--- config.mk ---
export PLATFORM = sky130hd
export DESIGN_NAME = brc_serial
export DESIGN_NICKNAME = d
export VERILOG_FILES = /design/src/rtl/brc_pkg.sv /design/src/rtl/brc_byte_cmp.sv /design/src/rtl/brc_serial.sv
export SDC_FILE = /design/constraint.sdc
export NUM_CORES = 1
export LEC_CHECK = 0
export ABC_AREA = 1
export ABC_CLOCK_PERIOD_IN_PS = 3300
export CAP_MARGIN = 5
export CORE_MARGIN = 3
export CORE_UTILIZATION = 50
export DETAILED_ROUTE_END_ITERATION = 10
export PLACE_DENSITY = 0.78
export SYNTH_ARGS = -nofsm -noshare
export SYNTH_HDL_FRONTEND = slang
export SYNTH_SLANG_ARGS = --single-unit
--- constraint.sdc ---
create_clock -name clk_i -period 3.3 [get_ports clk_i]
set_clock_uncertainty 0.05 [all_clocks]
set_input_delay 0.66 -clock clk_i [delete_from_list [all_inputs] [get_ports clk_i]]
set_output_delay 0.66 -clock clk_i [all_outputs]
set_load 0.02 [all_outputs]
--- src/rtl/brc_pkg.sv ---
// Shared types and constants for the serial byte-wise branch comparator.
package brc_pkg;

  localparam int NUM_BYTES = 4;
  localparam int BYTE_W    = 8;

  typedef logic [$clog2(NUM_BYTES)-1:0] byte_idx_t;

  localparam byte_idx_t IDX_MSB = byte_idx_t'(NUM_BYTES - 1);

  typedef enum logic [1:0] {
    IDLE = 2'd0,
    CMP  = 2'd1,
    DONE = 2'd2
  } state_t;

endpackage

--- src/rtl/brc_byte_cmp.sv ---
// Combinational unsigned compare of one operand byte.
module brc_byte_cmp
  import brc_pkg::*;
(
  input  logic [BYTE_W-1:0] a,
  input  logic [BYTE_W-1:0] b,
  output logic              eq,
  output logic              lt
);

  assign eq = (a == b);
  assign lt = (a < b);

endmodule

--- src/rtl/brc_serial.sv ---
// Serial branch comparator: one byte per cycle, MSB first, signed or unsigned.
// Define BRC_EARLY_EXIT_EN to finish at the first unequal byte instead of always scanning 4.
//
// state | meaning
// IDLE  | waiting for an operand pair, in_ready_o high
// CMP   | comparing the byte selected by idx_q
// DONE  | result presented until the consumer takes it
module brc_serial
  import brc_pkg::*;
(
  input  logic        clk_i,
  input  logic        rst_i,
  input  logic        in_valid_i,
  output logic        in_ready_o,
  input  logic [31:0] rs1_data_i,
  input  logic [31:0] rs2_data_i,
  input  logic        br_un_i,
  output logic        out_valid_o,
  input  logic        out_ready_i,
  output logic        br_equal_o,
  output logic        br_less_o
);

  state_t state_q, state_d;
  byte_idx_t idx_q;
  logic [NUM_BYTES-1:0][BYTE_W-1:0] a_q, b_q;
  logic un_q, eq_q, lt_q;
  logic [BYTE_W-1:0] a_byte, b_byte;
  logic byte_eq, byte_lt;
  logic accept, decide, last_byte;
  logic res_eq, res_lt;

  // Signed order equals unsigned order once the sign bits are flipped.
  always_comb begin
    a_byte = a_q[idx_q];
    b_byte = b_q[idx_q];
    if (idx_q == IDX_MSB && !un_q) begin
      a_byte[BYTE_W-1] = ~a_byte[BYTE_W-1];
      b_byte[BYTE_W-1] = ~b_byte[BYTE_W-1];
    end
  end

  brc_byte_cmp u_byte_cmp (
    .a  (a_byte),
    .b  (b_byte),
    .eq (byte_eq),
    .lt (byte_lt)
  );

  assign last_byte = (idx_q == '0);

`ifdef BRC_EARLY_EXIT_EN
  assign res_eq = byte_eq;
  assign res_lt = byte_lt;
`else
  logic found_q, found_lt_q;

  // First unequal byte from the MSB wins; later bytes are scanned but ignored.
  always_ff @(posedge clk_i or posedge rst_i) begin
    if (rst_i) begin
      found_q    <= 1'b0;
      found_lt_q <= 1'b0;
    end else if (accept) begin
      found_q    <= 1'b0;
      found_lt_q <= 1'b0;
    end else if (state_q == CMP && !found_q && !byte_eq) begin
      found_q    <= 1'b1;
      found_lt_q <= byte_lt;
    end
  end

  assign res_eq = !found_q && byte_eq;
  assign res_lt = found_q ? found_lt_q : byte_lt;
`endif

  always_ff @(posedge clk_i or posedge rst_i) begin
    if (rst_i) state_q <= IDLE;
    else       state_q <= state_d;
  end

  always_comb begin
    state_d    = state_q;
    in_ready_o = 1'b0;
    accept     = 1'b0;
    decide     = 1'b0;
    unique case (state_q)
      IDLE: begin
        in_ready_o = 1'b1;
        if (in_valid_i) begin
          accept  = 1'b1;
          state_d = CMP;
        end
      end
      CMP: begin
`ifdef BRC_EARLY_EXIT_EN
        decide = !byte_eq || last_byte;
`else
        decide = last_byte;
`endif
        if (decide) state_d = DONE;
      end
      DONE: begin
        if (out_ready_i) state_d = IDLE;
      end
      default: state_d = IDLE;
    endcase
  end

  always_ff @(posedge clk_i or posedge rst_i) begin
    if (rst_i) begin
      a_q   <= '0;
      b_q   <= '0;
      un_q  <= 1'b0;
      idx_q <= IDX_MSB;
      eq_q  <= 1'b0;
      lt_q  <= 1'b0;
    end else begin
      if (accept) begin
        a_q   <= rs1_data_i;
        b_q   <= rs2_data_i;
        un_q  <= br_un_i;
        idx_q <= IDX_MSB;
      end else if (state_q == CMP && !decide) begin
        idx_q <= idx_q - 1'b1;
      end
      if (decide) begin
        eq_q <= res_eq;
        lt_q <= res_lt;
      end
    end
  end

  assign out_valid_o = (state_q == DONE);
  assign br_equal_o  = eq_q;
  assign br_less_o   = lt_q;

endmodule
==> flow_summary.ini <==
[power_and_ir_drop]
peakVddDrop_v = 0.000434
leakagePower_nw = 2.24
powerDensity_nw_per_um2 = 965
p_sw_mw = 1.77
p_int_mw = 2.54
p_seq_share_pct = 38.6
p_clk_share_pct = 17.7
pwr-share-comb_pct = 43.7
switching_share_pct = 41.1

[global_route]
grt_pass1_vias = 2874
overflow = 0
antenna_found_initial = 0
grt_pass1_wl_mm = 13.6
grt_usage_pct = 20.7
grt_max_degree = 67

[floorplan]
die_y_um = 89.8
row_count = 29
pin_count = 73
core-area_um2 = 6570
start_util_pct = 53.5
chipWidth_um = 89.8
die_area_um2 = 8070

[yosys]
synth-seq-area-share_pct = 52.1
syn-instance-count = 443
synthMuxAreaShare_pct = 0
synth_top_family_by_area = simple AND/OR/NAND/NOR gates
synthTopCellsByCount = 240 x nand2_1, 71 x dfrtp_1, 24 x nor2_1
syn_area_per_cell_um2 = 7.93
synth_area_leader_cell = dfrtp_1
syn-cell-area_um2 = 3510
synth_xor_xnor_area_share_pct = 0.499
synth-simple-area-share_pct = 29.7
syn-num-nets = 522
synth.most_common_cell = nand2_1
yosysTopAreaCellShare_pct = 50.6
synth_edf_count = 0
synth_ff_type = dfrtp_1
synth_compound_area_share_pct = 8.16
synth_warnings = 0
ys_types = 24
synth_fa_ha_area_share_pct = 3.56
synthTopCellsByArea = dfrtp_1 51%, nand2_1 26%, ha_1 3.6%
synthArstFlopShare_pct = 100
ys_ff_latch = 73

[finish]
drive_gt1_share_pct = 5.10
antenna_cells = 0
layout.nets = 585
syn_to_final_growth_pct = 27.0
fin_cells = 603

[cts]
post_cts_buffers = 0
clkTransAtPathRegs_ns = 0.08
clock_latency_ns = 0.35
cts-buffers-inserted = 9
clock_sinks = 73
postCtsHoldBufs = 0
root_buffer = clkbuf_8
htreeDepth = 3
clock_path_buffers = 2
cts_tree = yes
ctsResizeCount = 0

[placement]
dp_hpwl_mm = 5.53
gp_congestion = 0.781
portBuffers = 72
dpl.cell_count = 588

[critical_path]
start_kind = flip-flop
path_class = flip-flop to flip-flop
worstPathArrival_ns = 2.71
critPathMaxFanout = 32
crit_path_end_kind = flip-flop
critPathRequiredTime_ns = 3.52

[timing]
final.min_clock_period_ns = 2.49
drv_slew = 0
tightest_slew_ns = 0.637
timing.fmax_mhz = 402
setup_viol_count_final = 0
slew-limit-headroom_pct = 57.5
finalCritPeriodShare_pct = 75.4
final.setup.tns_ns = 0
grt_setup_unrepaired = no
finalHoldViolCount = 0

[route]
drc_errors = 0
viasPerCell = 4.97
vias = 2996
wire_per_inst_um = 13.0
antenna_left = 0
first_pass_iters = 4
routed_wl_mm = 7.84
drt-initial-drc-count = 191

[job]
maxCapViolCount = 0

[run_status]
outcome = complete, no violations

[min_path]
hp-class = flip-flop to flip-flop
## power groups by stage
stage	Combinational [mW]	Sequential [mW]	Clock [mW]
after floorplan	1.56	1.52	0
final	1.88	1.66	0.762
after detailed placement	1.88	1.66	0
after global routing	2.23	1.71	0.814
after global placement	1.79	1.66	0
after CTS	1.90	1.66	0.779
## worst max-delay path, cell delays in order, from the launching register on
cell and delay, ns:
dfstp_2 0.74, inv_2 0.29, nand2_1 0.13, nand3_1 0.07, nand2_1 0.11, xnor2_1 0.08
ha_1 0.31, nand2_1 0.07, nor2_1 0.15, nand4_1 0.14, nand2_1 0.12, nand3_1 0.06
o21ai_0 0.09
## registers in the layout, summed over array words and instances, names as in the netlist
name,count
a_q,32
b_q,32
idx_q,2
state_q,2
br_equal_o,1
br_less_o,1
found_lt_q,1
found_q,1
un_q,1
## layout by cell type, fill, tap and decap left out, types with 3 or more instances in the layout
cell / netlist / final
a21oi_1: 11 / 11
a32o_1: 6 / 6
clkbuf_8: 0 / 9
clkdlybuf4s50_1: 0 / 72
dfrtp_1: 71 / 71
ha_1: 10 / 10
inv_1: 11 / 10
inv_2: 2 / 3
nand2_1: 240 / 240
nand3_1: 5 / 5
nor2_1: 24 / 24
o21ai_0: 21 / 21
o22ai_1: 7 / 7
## per-stage QoR
step	utilization, %	hold WS, ns	cell area, um2	total power, mW	setup WS, ns
finish	67.9	0.431	4460	4.30	0.813
global route	67.9	0.453	4460	4.76	0.494
CTS	67.9	0.432	4460	4.33	0.832
detailed placement	64.6	0.412	4240	3.54	0.832
global placement	64.6	0.412	4240	3.46	0.952
floorplan	-	0.394	3510	3.08	0.740
## cell families after synthesis
group,Yosys count
compound gates,48
buf+inv,37
simple gates,273
fa+ha+maj,10
flops,73
xor+xnor,2
## layout make-up
cell class / count / area [um2]
Clock buffer: 9 / 124
Timing Repair Buffer: 76 / 776
Multi-Input combinational cell: 333 / 1470
Fill cell: 574 / 2110
Sequential cell: 73 / 1830
Clock inverter: 6 / 92.6
Inverter: 13 / 48.8
Tap cell: 93 / 116
## routing by layer
layer,global-route usage (%),up-vias,part of all wire [%]
li1,-,1517,-
met1,28.5,1383,47
met2,31.6,85,46
met3,5.09,11,5.1
met4,8.17,0,2.0
met5,0,-,0
## path summary, 6_finish.rpt
kind,cells past startpoint,from,slack [ns],endpoint
worst min-delay path,2,a_q[12],0.43,a_q[12]
min in group asynchronous,2,rst_i,0.66,b_q[4]
worst min register to register,2,a_q[12],0.43,a_q[12]
worst max register to register,12,idx_q[0],0.81,found_lt_q
worst max-delay path,12,idx_q[0],0.81,found_lt_q
max in group asynchronous,3,rst_i,1.83,idx_q[1]
Power figures use the tool's default switching activity.
